`config.mk`:
```
export PLATFORM = sky130hd
export DESIGN_NAME = rr_pkt_arbiter
export DESIGN_NICKNAME = d
export VERILOG_FILES = /design/src/rtl/rr_pkt_arbiter_pkg.sv /design/src/rtl/rr_pkt_arbiter_mux.sv /design/src/rtl/rr_pkt_arbiter.sv
export SDC_FILE = /design/constraint.sdc
export NUM_CORES = 1
export LEC_CHECK = 0
export CAP_MARGIN = 20
export CORE_UTILIZATION = 28
export DETAILED_ROUTE_END_ITERATION = 12
export PLACE_DENSITY = 0.71
export SLEW_MARGIN = 20
export SYNTH_ARGS = -nofsm -noshare
export SYNTH_HDL_FRONTEND = slang
export SYNTH_SLANG_ARGS = --single-unit
```
`constraint.sdc`:
```
create_clock -name clk -period 5 [get_ports clk]
set_input_delay 1 -clock clk [delete_from_list [all_inputs] [get_ports clk]]
set_output_delay 1 -clock clk [all_outputs]
set_load 0.1 [all_outputs]
```
`src/rtl/rr_pkt_arbiter_pkg.sv`:
```
// Shared types and helpers for the round-robin packet arbiter.
package rr_pkt_arbiter_pkg;

  typedef enum logic {
    IDLE = 1'b0,
    LOCK = 1'b1
  } arb_state_e;

  // Next channel index with an explicit wrap, so non-power-of-two counts work.
  function automatic int wrap_inc(input int idx, input int n);
    return (idx + 1 >= n) ? 0 : idx + 1;
  endfunction

endpackage

```
`src/rtl/rr_pkt_arbiter_mux.sv`:
```
// One-hot AND-OR data selector: unselected inputs are masked to zero.
module rr_pkt_arbiter_mux #(
  parameter int N = 4,
  parameter int W = 32
) (
  input  logic [N-1:0]        sel,
  input  logic [N-1:0][W-1:0] din,
  output logic [W-1:0]        dout
);

  always_comb begin
    dout = '0;
    for (int k = 0; k < N; k++) begin
      dout = dout | (din[k] & {W{sel[k]}});
    end
  end

endmodule

```
`src/rtl/rr_pkt_arbiter.sv`:
```
// Round-robin arbiter that merges N beat streams into one registered output,
// holding the grant on a channel until its packet's last beat is accepted.
module rr_pkt_arbiter
  import rr_pkt_arbiter_pkg::*;
#(
  parameter int N = 4,
  parameter int W = 32
) (
  input  logic                clk,
  input  logic                rst,
  input  logic [N-1:0]        i_in_vld,
  input  logic [N-1:0][W-1:0] i_in_w,
  input  logic [N-1:0]        i_in_last,
  output logic [N-1:0]        o_in_rdy,
  output logic                o_out_vld,
  output logic [W-1:0]        o_out_w,
  output logic                o_out_last,
  input  logic                i_out_rdy
);

  localparam int IW = $clog2(N);

  arb_state_e    state, state_nxt;
  logic [IW-1:0] ptr, ptr_nxt;
  logic [IW-1:0] lk, lk_nxt;
  logic [IW-1:0] gidx;
  logic          have_gnt;
  logic [N-1:0]  gnt_oh;
  logic [N-1:0]  rdy;
  logic          ld;
  logic          accept;
  logic          sel_last;
  logic [W-1:0]  sel_w;
  logic          vld_p1;
  logic [W-1:0]  w_p1;
  logic          last_p1;

  assign ld = !vld_p1 || i_out_rdy;

  // A locked channel keeps the grant even while its valid is low.
  always_comb begin : grant_select
    int cand;
    cand     = int'(ptr);
    gidx     = lk;
    have_gnt = (state == LOCK);
    if (state == IDLE) begin
      for (int i = 0; i < N; i++) begin
        if (!have_gnt && i_in_vld[IW'(cand)]) begin
          have_gnt = 1'b1;
          gidx     = IW'(cand);
        end
        cand = wrap_inc(cand, N);
      end
    end
  end

  always_comb begin
    gnt_oh = '0;
    if (have_gnt) gnt_oh[gidx] = 1'b1;
  end

  assign rdy      = rst ? '0 : (gnt_oh & {N{ld}});
  assign accept   = |(rdy & i_in_vld);
  assign sel_last = |(gnt_oh & i_in_last);

  rr_pkt_arbiter_mux #(
    .N (N),
    .W (W)
  ) u_mux (
    .sel  (gnt_oh),
    .din  (i_in_w),
    .dout (sel_w)
  );

  always_comb begin : next_state
    state_nxt = state;
    ptr_nxt   = ptr;
    lk_nxt    = lk;
    if (accept) begin
      if (sel_last) begin
        state_nxt = IDLE;
        ptr_nxt   = IW'(wrap_inc(int'(gidx), N));
      end else begin
        state_nxt = LOCK;
        lk_nxt    = gidx;
      end
    end
  end

  always_ff @(posedge clk) begin
    if (rst) begin
      state <= IDLE;
      ptr   <= '0;
      lk    <= '0;
    end else begin
      state <= state_nxt;
      ptr   <= ptr_nxt;
      lk    <= lk_nxt;
    end
  end

  // Stage p1: output register, reloaded only when empty or being drained.
  always_ff @(posedge clk) begin
    if (rst) begin
      vld_p1  <= 1'b0;
      w_p1    <= '0;
      last_p1 <= 1'b0;
    end else if (ld) begin
      vld_p1 <= accept;
      if (accept) begin
        w_p1    <= sel_w;
        last_p1 <= sel_last;
      end
    end
  end

  assign o_in_rdy   = rdy;
  assign o_out_vld  = vld_p1;
  assign o_out_w    = w_p1;
  assign o_out_last = last_p1;

endmodule

```
==> out/metrics.csv, run 1 <==
metric;value;unit
status;finished, final reports clean;
Synth Flop Type;dfxtp_1;
Hold Crit Class;flip-flop to flip-flop;
max-slew violations;0;
RSZ-0062 raised after global routing;no;
Setup CP Type;primary input to output port;
Period minus WS final;4779;ps
Remaining DRCs;0;
Finish-stage setup viols;0;
root buf cell;clkbuf_8;
sequential-to-total area share from yosys stat;28.40;%
Synth Net Count;445;
Worst-Margin Slew;1025;ps
clock skew;2.688;ps
Filler cells;919;
GRT overflow;0;
DR top layer;met4;
reg2reg start;ptr[1]$_SDFFE_PP0P_;
nets@finish;607;
crit path launch;i_in_vld[0];
Post-synth EDFFs;0;
WL met1;4.046;mm
Vias;3134;
vias per inst;5.312;
die height;101.1;µm
port buffer count;176;
Ant. Diodes;0;
Die X;101.1;µm
max_cap viols;0;
first-pass GRT wire length;15.29;mm
Area growth, synth to finish;70.82;%
Crit. End Element;output port;
Cells after Synth;298;
CP arrival;3780;ps
Setup TNS;0;ps
share of cells above drive strength 1;14.32;%
Mean Syn Cell Area;9.224;µm²
die area;0.01022;mm²
Worst-path clk slew;80;ps
met3 WL post-DR;833;µm
largest fanout on the critical path;9;
CP Launch Type;primary input;
Hold Vio Cnt, Final;0;
Initial Util;29.33;%
register area;780.7;µm²
total track usage;19.21;%
first drt pass iteration count;6;
Floorplan Core Area;0.009371;mm²
Clock Latency Late Sink;290;ps
vias in the first global route;3073;
synth warn;0;
clk buf depth;2;
HP Start;o_out_w[27]$_SDFFE_PP0P_;
Final ANT Viol Nets;0;
max_slew headroom;31.49;%
pin count of the biggest net entering global routing;57;
count leader, synth;nor2_1;
top cells by area, synth;dfxtp_1 28%, a311oi_2 16%, a222oi_1 11%;
Commonest cells post-synth;43 x nor2_1, 39 x dfxtp_1, 36 x nand2_1;
multi-input logic area;0.001747;mm²
TritonCTS clock tree;done;
Rows;35;
cell area after synthesis;0.002749;mm²
Num CTS Buffers;5;
number of post-CTS setup repair buffers;0;
sinks on the clock net;39;
FF+latch count, synth;39;
Iter 0 DRT Violations;244;
WL met2;5.084;mm
Async SR Flop Fraction;0;%
dpl hpwl;7.703;mm
routability cong.;0.8566;
post-synth cell types;46;
Tcrit/Tclk final;95.58;%
final wirelength;10.13;mm
CTS resizes;0;
post-synth top area share;28.40;%
IO Pins;177;
Synth area leader;dfxtp_1;
hold buffer count at CTS;0;
H-tree levels;2;
antenna violations before repair;0;
f_max;209.2;MHz
Worst EP required;4000;ps
WL/cell;17.17;µm
[sequential cells by signal (all words and copies together), names as in the netlist]
name        count
lk              2
o_out_last      1
o_out_vld       1
o_out_w        32
ptr             2
state           1
[kinds of logic (layout without fill, tap and decap cells)]
| logic type | Yosys count | in the layout | share of synthesized area, % |
|---|---|---|---|
| adders and majority gates | 8 | 8 | 3.641 |
| and+or+nand+nor | 105 | 105 | 17.43 |
| AOI/OAI and AO/OA | 91 | 91 | 35.64 |
| muxes | 16 | 16 | 6.827 |
| DFF | 39 | 39 | 28.40 |
| buffers and inverters | 39 | 202 | 8.056 |
[cell type report]
cell class,count,share of cell area [%]
Clock buffer,6,1.545
Clock inverter,2,0.2665
Inverter,6,0.4796
Multi-Input combinational cell,220,37.20
Sequential cell,39,16.63
Tap cell,129,3.437
Timing Repair Buffer,188,40.45
[cell usage in the layout (no fill, tap or decap), drive strengths merged, types with 2 or more instances in the layout]
cell type / instances
inv: 6
mux2i: 9
ha: 8
clkdlybuf4s50: 171
nand3: 7
a22oi: 9
nor2b: 4
mux2: 6
and2: 4
a311oi: 32
nor2: 44
o21ai: 3
and3: 4
nand2: 36
a31o: 2
a222oi: 31
buf: 17
dfxtp: 39
clkbuf: 6
a21oi: 2
nor4b: 2
[path summary, 6_finish.rpt]
kind,end,slack [ps],cells past startpoint
min,o_out_w[27]$_SDFFE_PP0P_,500,2
max,o_in_rdy[3],220,10
max reg2reg,lk[1]$_SDFFE_PP0P_,820,14
min reg2reg,o_out_w[27]$_SDFFE_PP0P_,500,2
[worst max-delay path, cell delays in order]
cell             delay [ps]
clkdlybuf4s50_1         570
mux2_2                  350
a22oi_1                 290
and2_1                  300
nand2_1                  90
a32o_1                  240
o21ai_1                 200
ha_1                    290
and3_1                  240
buf_12                  190
[layer usage]
layer	up-vias	track usage (%)
li1	1499	-
met1	1474	22.65
met2	147	34.01
met3	14	5.062
met4	0	5.463
met5	-	0
[metrics by stage]
step / setup WS [ps] / cell area [µm²] / utilization [%] / cells / hold WS, ps
floorplan: 149.8 / 2749 / - / 298 / 457.8
global placement: 387.9 / 4611 / 49.20 / 582 / 487.1
detailed placement: 263.3 / 4611 / 49.20 / 582 / 496.7
CTS: 248.5 / 4696 / 50.11 / 590 / 508.0
global route: 66.69 / 4696 / 50.11 / 590 / 542.9
finish: 221.0 / 4696 / 50.11 / 590 / 499.9
Power of run 1 is not shown: default switching activity piles up to over one toggle a cycle in this logic, so the estimate is an artifact.
==> run 2, diff against run 1 <==
Settings changed: CORE_UTILIZATION 28 to 35, PLACE_DENSITY 0.71 to 0.84.
==> run 2 against run 1 <==
  * Core utilization increased by 13 points
  * Maximum frequency fell by 0.23%
  * Clock skew is 4.2 ps higher
  * Worst hold slack better by 6.0 ps
  * Die area down 20%
  * Final cell count decreased by 5.4%
  * Flip-flop and latch count did not move
  * Routed wire length is 1.1% lower
  * Critical path type unchanged
==> out/metrics.csv, run 2 (same netlist as run 1, synthesis figures left out) <==
metric;value;unit;change
Worst-Margin Slew;1024;ps;-0.2677 ps
number of post-CTS setup repair buffers;0;;unchanged
Worst EP required;4000;ps;about the same
clk buf depth;2;;unchanged
pin count of the biggest net entering global routing;41;;-28%
routability cong.;0.8614;;+0.56%
IO Pins;177;;unchanged
cell depth of the worst flop-to-flop path;17;;+3
Period minus WS final;4790;ps;+10.78 ps
f_max;208.8;MHz;-0.23%
Iter 0 DRT Violations;257;;+5.3%
Util after Layout;62.95;%;+13 points
Placed Area;0.004586;mm²;-0.54%
root buf cell;clkbuf_8;;
vias in the first global route;3190;;+3.8%
CP arrival;3790;ps;about the same
most common cell after layout, fill and taps aside;clkdlybuf4s50_1;;
CP Launch Type;primary input;;
Hold EP;lk[0]$_SDFFE_PP0P_;;
Clock Latency Late Sink;290;ps;about the same
die area;0.008212;mm²;-20%
Remaining DRCs;0;;unchanged
max_slew headroom;31.50;%;about the same
total track usage;24.39;%;+5.2 points
RSZ-0062 raised after global routing;no;;
vias per inst;5.640;;+6.2%
max-slew violations;0;;unchanged
Final ANT Viol Nets;0;;unchanged
Finish-stage setup viols;0;;unchanged
H-tree levels;2;;unchanged
Hold Path Cell Cnt;2;;unchanged
first drt pass iteration count;5;;-1
Place WS;244.5;ps;-18.82 ps
max reg flops;32;;unchanged
nets@finish;607;;unchanged
Ant. Diodes;0;;unchanged
hold buffer count at CTS;0;;unchanged
Vias;3147;;+0.41%
HP Start;lk[0]$_SDFFE_PP0P_;;
port buffer count;176;;unchanged
dpl hpwl;7.617;mm;-1.1%
Hold Vio Cnt, Final;0;;unchanged
TritonCTS clock tree;done;;
Setup CP Type;primary input to output port;;
PnR worst setup slack;210.2;ps;-10.78 ps
max_cap viols;0;;unchanged
reg2reg start;ptr[0]$_SDFFE_PP0P_;;
Area growth, synth to finish;69.64;%;
design area;0.004663;mm²;-0.69%
antenna violations before repair;0;;unchanged
clock skew;6.933;ps;+4.245 ps
Setup TNS;0;ps;unchanged
share of cells above drive strength 1;14.38;%;+0.062 points
highest-count cells in the layout ignoring fill and taps;171 x clkdlybuf4s50_1, 43 x nor2_1, 38 x dfxtp_1, 36 x nand2_1, 31 x a222oi_1;;
Crit. End Element;output port;;
status;finished, final reports clean;;
Crit Reg-Reg Endpoint;o_out_w[27]$_SDFFE_PP0P_;;
Initial Util;37.11;%;+7.8 points
GRT overflow;0;;unchanged
largest fanout on the critical path;8;;-1
Die X;90.62;µm;-10%
first-pass GRT wire length;15.93;mm;+4.2%
die height;90.62;µm;-10%
Num CTS Buffers;5;;unchanged
Hold Crit Class;flip-flop to flip-flop;;
Worst-path clk slew;70;ps;about the same
sinks on the clock net;39;;unchanged
final wirelength;10.02;mm;-1.1%
Floorplan Core Area;0.007408;mm²;-21%
Rows;31;;-11%
Tcrit/Tclk final;95.80;%;+0.22 points
r2r setup slk;660;ps;-160 ps
WL/cell;17.95;µm;+4.5%
CTS resizes;0;;unchanged
## run 2: cell types whose count changed in the layout (fill, tap and decap cells not counted), sizes merged
cell    before  now
clkbuf       6    5
clkinv       1    0
## run 2: area by class of cell
cell class	instances	area [µm²]
Fill cell	633	2745
Timing Repair Buffer	188	1912
Multi-Input combinational cell	220	1747
Sequential cell	39	782.0
Tap cell	99	123.9
Clock buffer	5	68.82
Inverter	6	22.52
Clock inverter	1	7.507
## run 2: critical path, cell delays in order
cell and delay (ps):
clkdlybuf4s50_1 530, mux2_2 330, a22oi_1 320, and2_1 300, a22oi_1 100, o21ai_1 250, and2_1 230, ha_1 300
and3_1 250, buf_12 180
## run 2: worst max-delay path by stage
stage	from	endpoint	slack [ps]	cells after the start
2_1_floorplan	i_in_vld[0]	o_in_rdy[3]	150	12
3_3_place_gp	i_in_vld[3]	lk[1]$_SDFFE_PP0P_	350	13
3_5_place_dp	i_in_vld[3]	o_in_rdy[0]	240	10
4_1_cts	ptr[0]$_SDFFE_PP0P_	o_in_rdy[0]	160	11
5_1_grt	i_in_vld[3]	o_in_rdy[0]	40	10
6_report	i_in_vld[3]	o_in_rdy[0]	210	10
## run 2: per-layer routing
| layer | global-route usage (%) | routed length [µm] |
|---|---|---|
| met4 | 7.796 | 188 |
| met2 | 45.90 | 5181 |
| met3 | 5.135 | 765 |
| met5 | 0 | 0 |
| met1 | 26.93 | 3883 |
## run 2: per-stage QoR
step                      std cells  hold WS (ps)
after detailed placement        552         490.2
after global placement          552         481.6
after global routing            558         519.3
after CTS                       558         503.8
after floorplan                 298         457.8
final                           558         505.9
Power of run 2 is left out for the same reason.
==> run 3, diff against run 2 <==
Settings changed: CORE_MARGIN set to 1.
==> results of run 3 <==
No change in the layout: final DEF, timing and power equal those of run 2.
Power of run 3 is left out for the same reason.
